`config.mk`:
```
export PLATFORM = sky130hd
export DESIGN_NAME = qea_host_seq
export DESIGN_NICKNAME = d
export VERILOG_FILES = /design/src/rtl/qea_pkg.sv /design/src/rtl/qea_rd_hold_reg.sv /design/src/rtl/qea_host_seq.sv
export SDC_FILE = /design/constraint.sdc
export NUM_CORES = 1
export LEC_CHECK = 0
export BUFFER_PORTS_ARGS = -buffer_cell sky130_fd_sc_hd__buf_2
export CAP_MARGIN = 10
export CORE_AREA = 10 10 391 393
export DETAILED_ROUTE_END_ITERATION = 6
export DIE_AREA = 0 0 401 403
export PLACE_DENSITY = 0.3
export SYNTH_ARGS = -nofsm -noshare
export SYNTH_HDL_FRONTEND = slang
export SYNTH_SLANG_ARGS = --single-unit
export TNS_END_PERCENT = 10
```
`constraint.sdc`:
```
create_clock -name clk -period 6.11 [get_ports clk]
set_clock_uncertainty 0.2 [all_clocks]
set_input_delay 0.3055 -clock clk [delete_from_list [all_inputs] [get_ports clk]]
set_output_delay 0.3055 -clock clk [all_outputs]
set_load 0.02 [all_outputs]
```
`src/rtl/qea_pkg.sv`:
```
// Shared definitions for the QEA host sequencer: FSM encoding and fixed-point unit value.
// No logic; no latency; no backpressure.
// Pure declarations imported by the sequencer.
package qea_pkg;

    typedef enum logic [3:0] {
        S_IDLE       = 4'd0,
        S_LOAD_CTX   = 4'd1,
        S_INIT_STATE = 4'd2,
        S_START      = 4'd3,
        S_RUN        = 4'd4,
        S_RD_ADDR    = 4'd5,
        S_RD_WAIT    = 4'd6,
        S_RD_OUT     = 4'd7,
        S_DONE       = 4'd8
    } qea_state_t;

    // Fixed-point 1.0 for a given number of fraction bits; callers slice to their data width.
    function automatic logic [63:0] qea_one(input int unsigned frac_bits);
        return 64'd1 << frac_bits;
    endfunction

endpackage

```
`src/rtl/qea_rd_hold_reg.sv`:
```
// Readback output register: holds one state row until the consumer accepts it.
// Latency: data visible the cycle after i_load.
// Backpressure: o_valid/o_data/o_last stay frozen until i_pop (valid & ready).
module qea_rd_hold_reg #(
    parameter int WIDTH = 256
) (
    input  logic             clk,
    input  logic             rst,
    input  logic             i_load,
    input  logic             i_pop,
    input  logic [WIDTH-1:0] i_data,
    input  logic             i_last,
    output logic             o_valid,
    output logic [WIDTH-1:0] o_data,
    output logic             o_last
);

    always_ff @(posedge clk) begin
        if (rst) begin
            o_valid <= 1'b0;
            o_data  <= '0;
            o_last  <= 1'b0;
        end else if (i_load) begin
            o_valid <= 1'b1;
            o_data  <= i_data;
            o_last  <= i_last;
        end else if (i_pop) begin
            o_valid <= 1'b0;
            o_last  <= 1'b0;
        end
    end

endmodule

```
`src/rtl/qea_host_seq.sv`:
```
// Host sequencer for the QEA: loads gate context, initialises state RAM, runs the engine, streams state back.
// Latency: all outputs registered (one cycle after the deciding input); readback row 3 cycles after address issue.
// Backpressure: ctx stream stalls on i_ctx_valid low; readback holds each row until i_rd_ready.
module qea_host_seq
    import qea_pkg::*;
#(
    parameter int PE_NUM_WIDTH            = 2,
    parameter int PE_NUM                  = 4,
    parameter int DATA_WIDTH              = 32,
    parameter int STATE_ADDR_WIDTH        = 16,
    parameter int GATE_CONTEXT_ADDR_WIDTH = 16,
    parameter int MAX_QBIT_WIDTH          = 6,
    parameter int NUM_FRAC_BIT            = 30,
    parameter int TIMEOUT_WIDTH           = 32
) (
    input  logic                                 clk,
    input  logic                                 rst,
    input  logic                                 i_go,
    input  logic [MAX_QBIT_WIDTH-1:0]            i_qbit_num,
    input  logic [GATE_CONTEXT_ADDR_WIDTH:0]     i_ins_num,
    input  logic [TIMEOUT_WIDTH-1:0]             i_timeout,
    input  logic                                 i_ctx_valid,
    output logic                                 o_ctx_ready,
    input  logic [2*DATA_WIDTH-1:0]              i_ctx_data,
    output logic                                 o_qea_ctx_en,
    output logic                                 o_qea_ctx_wea,
    output logic [GATE_CONTEXT_ADDR_WIDTH-1:0]   o_qea_ctx_addr,
    output logic [2*DATA_WIDTH-1:0]              o_qea_ctx_data,
    output logic                                 o_qea_state_ena,
    output logic                                 o_qea_state_wea,
    output logic [STATE_ADDR_WIDTH-1:0]          o_qea_state_addra,
    output logic [PE_NUM*2*DATA_WIDTH-1:0]       o_qea_state_dina,
    output logic                                 o_qea_start,
    output logic [MAX_QBIT_WIDTH-1:0]            o_qea_qbit_num,
    input  logic                                 i_qea_complete,
    input  logic [PE_NUM*2*DATA_WIDTH-1:0]       i_qea_state_dout,
    output logic                                 o_rd_valid,
    input  logic                                 i_rd_ready,
    output logic [PE_NUM*2*DATA_WIDTH-1:0]       o_rd_data,
    output logic                                 o_rd_last,
    output logic                                 o_busy,
    output logic                                 o_done,
    output logic                                 o_timeout,
    output logic                                 o_cfg_err,
    output logic [TIMEOUT_WIDTH-1:0]             o_cycle_count
);

    localparam int ROW_W = PE_NUM * 2 * DATA_WIDTH;
    localparam int RCW   = STATE_ADDR_WIDTH + 1;
    localparam int ICW   = GATE_CONTEXT_ADDR_WIDTH + 1;

    localparam logic [MAX_QBIT_WIDTH-1:0] L_QMIN    = MAX_QBIT_WIDTH'(PE_NUM_WIDTH);
    localparam logic [MAX_QBIT_WIDTH-1:0] L_QMAX    = MAX_QBIT_WIDTH'(STATE_ADDR_WIDTH + PE_NUM_WIDTH);
    localparam logic [ICW-1:0]            L_MAX_INS = ICW'(1) << GATE_CONTEXT_ADDR_WIDTH;
    localparam logic [63:0]               L_ONE_W   = qea_one(NUM_FRAC_BIT);
    localparam logic [DATA_WIDTH-1:0]     L_ONE     = L_ONE_W[DATA_WIDTH-1:0];
    // PE0 occupies the low 2*DATA_WIDTH bits with its real part on top: |0> amplitude = 1.0.
    localparam logic [ROW_W-1:0]          L_ROW0    = {{(ROW_W-2*DATA_WIDTH){1'b0}}, L_ONE, {DATA_WIDTH{1'b0}}};

    qea_state_t                r_state;
    logic [ICW-1:0]            r_ins_num;
    logic [ICW-1:0]            r_ctx_cnt;
    logic [RCW-1:0]            r_rows;
    logic [RCW-1:0]            r_row;

    logic                      w_cfg_bad;
    logic [RCW-1:0]            w_rows_go;
    logic                      w_ctx_last;
    logic                      w_row_last;
    logic [TIMEOUT_WIDTH-1:0]  w_cnt_next;
    logic                      w_timeout_hit;
    logic                      w_rd_load;
    logic                      w_rd_pop;

    assign w_cfg_bad     = (i_qbit_num < L_QMIN) || (i_qbit_num > L_QMAX) || (i_ins_num > L_MAX_INS);
    assign w_rows_go     = RCW'(1) << (i_qbit_num - L_QMIN);
    assign w_ctx_last    = (r_ctx_cnt == r_ins_num - ICW'(1));
    assign w_row_last    = (r_row == r_rows - RCW'(1));
    assign w_cnt_next    = (&o_cycle_count) ? o_cycle_count : o_cycle_count + TIMEOUT_WIDTH'(1);
    assign w_timeout_hit = (i_timeout != '0) && (w_cnt_next >= i_timeout);
    // First RD_OUT cycle loads the row; later RD_OUT cycles wait for the consumer.
    assign w_rd_load     = (r_state == S_RD_OUT) && !o_rd_valid;
    assign w_rd_pop      = (r_state == S_RD_OUT) && o_rd_valid && i_rd_ready;

    qea_rd_hold_reg #(
        .WIDTH (ROW_W)
    ) u_rd_hold (
        .clk     (clk),
        .rst     (rst),
        .i_load  (w_rd_load),
        .i_pop   (w_rd_pop),
        .i_data  (i_qea_state_dout),
        .i_last  (w_row_last),
        .o_valid (o_rd_valid),
        .o_data  (o_rd_data),
        .o_last  (o_rd_last)
    );

    always_ff @(posedge clk) begin
        if (rst) begin
            r_state           <= S_IDLE;
            r_ins_num         <= '0;
            r_ctx_cnt         <= '0;
            r_rows            <= '0;
            r_row             <= '0;
            o_ctx_ready       <= 1'b0;
            o_qea_ctx_en      <= 1'b0;
            o_qea_ctx_wea     <= 1'b0;
            o_qea_ctx_addr    <= '0;
            o_qea_ctx_data    <= '0;
            o_qea_state_ena   <= 1'b0;
            o_qea_state_wea   <= 1'b0;
            o_qea_state_addra <= '0;
            o_qea_state_dina  <= '0;
            o_qea_start       <= 1'b0;
            o_qea_qbit_num    <= '0;
            o_busy            <= 1'b0;
            o_done            <= 1'b0;
            o_timeout         <= 1'b0;
            o_cfg_err         <= 1'b0;
            o_cycle_count     <= '0;
        end else begin
            o_qea_ctx_en    <= 1'b0;
            o_qea_ctx_wea   <= 1'b0;
            o_qea_state_ena <= 1'b0;
            o_qea_state_wea <= 1'b0;
            o_qea_start     <= 1'b0;
            o_done          <= 1'b0;

            case (r_state)
                S_IDLE: begin
                    if (i_go) begin
                        if (w_cfg_bad) begin
                            o_cfg_err <= 1'b1;
                        end else begin
                            o_cfg_err      <= 1'b0;
                            o_timeout      <= 1'b0;
                            o_busy         <= 1'b1;
                            o_qea_qbit_num <= i_qbit_num;
                            r_ins_num      <= i_ins_num;
                            r_rows         <= w_rows_go;
                            r_ctx_cnt      <= '0;
                            r_row          <= '0;
                            if (i_ins_num == '0) begin
                                r_state <= S_INIT_STATE;
                            end else begin
                                o_ctx_ready <= 1'b1;
                                r_state     <= S_LOAD_CTX;
                            end
                        end
                    end
                end

                S_LOAD_CTX: begin
                    if (i_ctx_valid && o_ctx_ready) begin
                        o_qea_ctx_en   <= 1'b1;
                        o_qea_ctx_wea  <= 1'b1;
                        o_qea_ctx_addr <= r_ctx_cnt[GATE_CONTEXT_ADDR_WIDTH-1:0];
                        o_qea_ctx_data <= i_ctx_data;
                        r_ctx_cnt      <= r_ctx_cnt + ICW'(1);
                        // Dropping ready on the same edge guarantees no extra word is taken.
                        if (w_ctx_last) begin
                            o_ctx_ready <= 1'b0;
                            r_state     <= S_INIT_STATE;
                        end
                    end
                end

                S_INIT_STATE: begin
                    o_qea_state_ena   <= 1'b1;
                    o_qea_state_wea   <= 1'b1;
                    o_qea_state_addra <= r_row[STATE_ADDR_WIDTH-1:0];
                    o_qea_state_dina  <= (r_row == '0) ? L_ROW0 : '0;
                    if (w_row_last) begin
                        r_row   <= '0;
                        r_state <= S_START;
                    end else begin
                        r_row <= r_row + RCW'(1);
                    end
                end

                S_START: begin
                    o_qea_start   <= 1'b1;
                    o_cycle_count <= '0;
                    r_state       <= S_RUN;
                end

                S_RUN: begin
                    if (i_qea_complete) begin
                        r_row   <= '0;
                        r_state <= S_RD_ADDR;
                    end else begin
                        o_cycle_count <= w_cnt_next;
                        if (w_timeout_hit) begin
                            o_timeout <= 1'b1;
                            o_done    <= 1'b1;
                            r_state   <= S_DONE;
                        end
                    end
                end

                S_RD_ADDR: begin
                    o_qea_state_ena   <= 1'b1;
                    o_qea_state_wea   <= 1'b0;
                    o_qea_state_addra <= r_row[STATE_ADDR_WIDTH-1:0];
                    r_state           <= S_RD_WAIT;
                end

                S_RD_WAIT: begin
                    r_state <= S_RD_OUT;
                end

                S_RD_OUT: begin
                    if (w_rd_pop) begin
                        if (o_rd_last) begin
                            o_done  <= 1'b1;
                            r_state <= S_DONE;
                        end else begin
                            r_row   <= r_row + RCW'(1);
                            r_state <= S_RD_ADDR;
                        end
                    end
                end

                S_DONE: begin
                    o_busy  <= 1'b0;
                    r_state <= S_IDLE;
                end

                default: r_state <= S_IDLE;
            endcase
        end
    end

endmodule
```
==> impl_metrics.ini <==
[synth]
syn_area_mm2 = 0.02184
yosys_warnings = 0
async_flop_share_pct = 0
synthCells = 2825
synth_common_cells = nand2_1, dfxtp_1, a21oi_1, buf_4, clkbuf_1
ys_seq_elements = 474
ys.flop_type = dfxtp_1
yosys.area.top_type_share_pct = 43.44
ys_seq_area_share_pct = 43.44
synth-edff-count = 0
synth_area_leaders = dfxtp_1, nand2_1, a21oi_1, buf_4, clkbuf_1
synth.most_common_cell = nand2_1
syn_avg_cell_area_um2 = 7.733
yosys.area.top_type = dfxtp_1
ys_types = 70

[critical_path]
crit_family = simple AND/OR/NAND/NOR gates
worst-endpoint-arrival_ns = 5.46
cp_num_buf_inv = 1
critical_path_class = reg -> reg
end_kind = register
crit_fanout = 10
slowest_stage = or4b_1
slowest_delay_ns = 0.63
crit_chain = and4_1 > nand4_1 > or4b_1 > or3_1 > and2_1 > nand4_1 > xnor2_1 > ha_1 > and4_1 > a2111oi_0 > o211ai_1 > a221o_1 > a21oi_1 > buf_4 > nor2_1 > o211a_1
crit_required_ns = 6.45
crit_path_start_kind = register

[sta]
fin_crit_ns = 5.120
maxSlewViolCount = 0
hold_slack_ns = 0.1825
fin_tns_setup_ns = 0
period_share_pct = 83.80
hold_viol = 0
tightest_slew_ns = 1.226
setup_violations = 0
rsz0062_at_grt = false
clock.fmax_mhz = 195.3
maxSlewHeadroom_pct = 18.25

[global_routing]
grt_usage_pct = 13.72
grt_pass1_vias = 23014
grt_pass1_wl_um = 166500
gr-total-overflow = 0
antenna_found_initial = 50
grt_max_degree = 179

[clock_tree]
clkSlewWorstSetupHoldPaths_ns = 0.06
cts_max_level = 3
cts-buffers-inserted = 70
cts_setup_buffers = 0
clock_sinks = 474
cts_resized = 0
cts_tree = built
clk_latency_ns = 0.66
root_buffer = clkbuf_16
clockBufferDepth = 3

[floorplanning]
num_rows = 140
die_height_um = 403
io_pins = 1039
die_width_um = 401
start_util_pct = 15.06
coreArea_mm2 = 0.1450
fp.dieArea_mm2 = 0.1616

[placed_design]
portBuffers = 783
post-dp-hpwl_um = 90390
place_congestion = 0.7646
place_area_mm2 = 0.02679

[power_and_ir_drop]
seqPwrFrac_pct = 38.7
peakVddDrop_uv = 167.1
power_density_mw_per_mm2 = 248.2
p_comb_share_pct = 12.1
p_int_w = 0.005856
swShare_pct = 28.30
power.total_w = 0.008167
p_clk_share_pct = 49.2
leakage_nw = 14.00
p_switching_w = 0.002311

[routing]
first_iter_violations = 955
ant_nets = 0
vias = 22384
drc = 0
viasPerCell = 3.798
drtPass1Iterations = 5
drt-wirelength-per-cell_um = 19.95
drt-total-wl_um = 117600

[finish]
fin_nets = 4327
syn_to_final_growth_pct = 50.66
postLayoutCoreUtil_pct = 22.69
design_area_mm2 = 0.03291
drive_above_1_share_pct = 23.36

[outcome]
outcome = completed

[worst_hold_path]
hold_path_class = in -> reg

[run]
cap_violations = 0
cells in the final DEF (no fill, tap or decap), types with 8 or more instances in the layout:
cell,n
nor2b_1,16
clkbuf_16,71
conb_1,255
nor4_1,38
nand3_1,34
nand2_1,803
buf_2,782
xnor2_1,60
clkbuf_1,19
mux2i_1,20
o31ai_1,10
a31oi_1,12
or3_1,16
inv_1,61
nor3_1,25
xor2_1,41
and3_1,13
dlygate4sd3_1,380
nor2_1,109
ha_1,39
nor3b_1,8
and2_1,9
buf_4,15
clkbuf_8,16
nand4_1,32
a21oi_1,410
o21ai_0,58
dfxtp_1,474
diode_2,21
worst min-delay path, stage by stage:
cell and delay (ns):
buf_2 0.12, nor2_1 0.18, nor2b_1 0.07, o21ai_0 0.11
or4_1 0.14, o21ai_1 0.06
sequential cells by signal (all words and copies together), names as in the netlist, 4 cells and up:
signal,count
r_ins_num,17
r_rows,17
o_qea_ctx_data,64
r_row,17
u_rd_hold.o_data,256
o_qea_qbit_num,6
r_ctx_cnt,17
r_state,4
o_cycle_count,32
o_qea_state_addra,16
o_qea_ctx_addr,16
layout make-up:
type	instances	area, um^2
multi-input combinational	2116	10520
clock inverter	14	191.4
antenna	21	52.55
tap	1917	2399
fill	16452	112100
inverter	61	229.0
timing repair buffer	1184	7965
sequential	474	9489
clock buffer	106	2068
power groups by stage:
stage	logic, W	registers, W	clock network [W]
6_report	0.000986	0.00316	0.00402
5_1_grt	0.00108	0.00316	0.00431
4_1_cts	0.00100	0.00316	0.00422
3_5_place_dp	0.000785	0.00323	0
3_3_place_gp	0.000789	0.00323	0
2_1_floorplan	0.000607	0.00322	0
stage by stage:
stage	setup WS [ns]	cells
after global placement	0.8921	5372
final	0.9898	5893
after CTS	0.8624	5872
after floorplan	1.517	3079
after global routing	0.4731	5881
after detailed placement	0.8692	5372
what timing repair did:
item,in CTS,in global routing
hold buffers,380,0
hold endpoints to repair,392,0
setup endpoints to repair,0,0
worst paths after layout:
path,startpoint,to,slack [ns],cells after the start
hold / removal,i_qea_complete,r_state[2],0.18,6
setup reg to reg,o_cycle_count[3],o_done,0.99,16
setup / recovery,o_cycle_count[3],o_done,0.99,16
hold reg to reg,u_rd_hold.o_data[29],u_rd_hold.o_data[29],0.25,2
logic make-up (layout without fill, tap and decap cells):
group           count (synthesis)  count (layout)  share of synthesized area [%]
xor+xnor                      101             101                          4.049
buf+inv                       489            1365                          12.96
fa+ha+maj                      39              39                          2.234
flops                         474             474                          43.44
mux                            21              21                         0.9680
compound gates                559             559                          14.18
other cells                     1             276                        0.01717
simple gates                 1141            1141                          22.15
layer usage:
layer / share of wire (%) / up-vias / track usage [%]
met5: 0.18 / - / 0
met4: 2.1 / 36 / 3.221
met3: 7.2 / 138 / 4.740
met2: 49 / 651 / 23.97
met1: 41 / 10493 / 16.00
li1: - / 11066 / -
(Power assumes the default switching activity.)
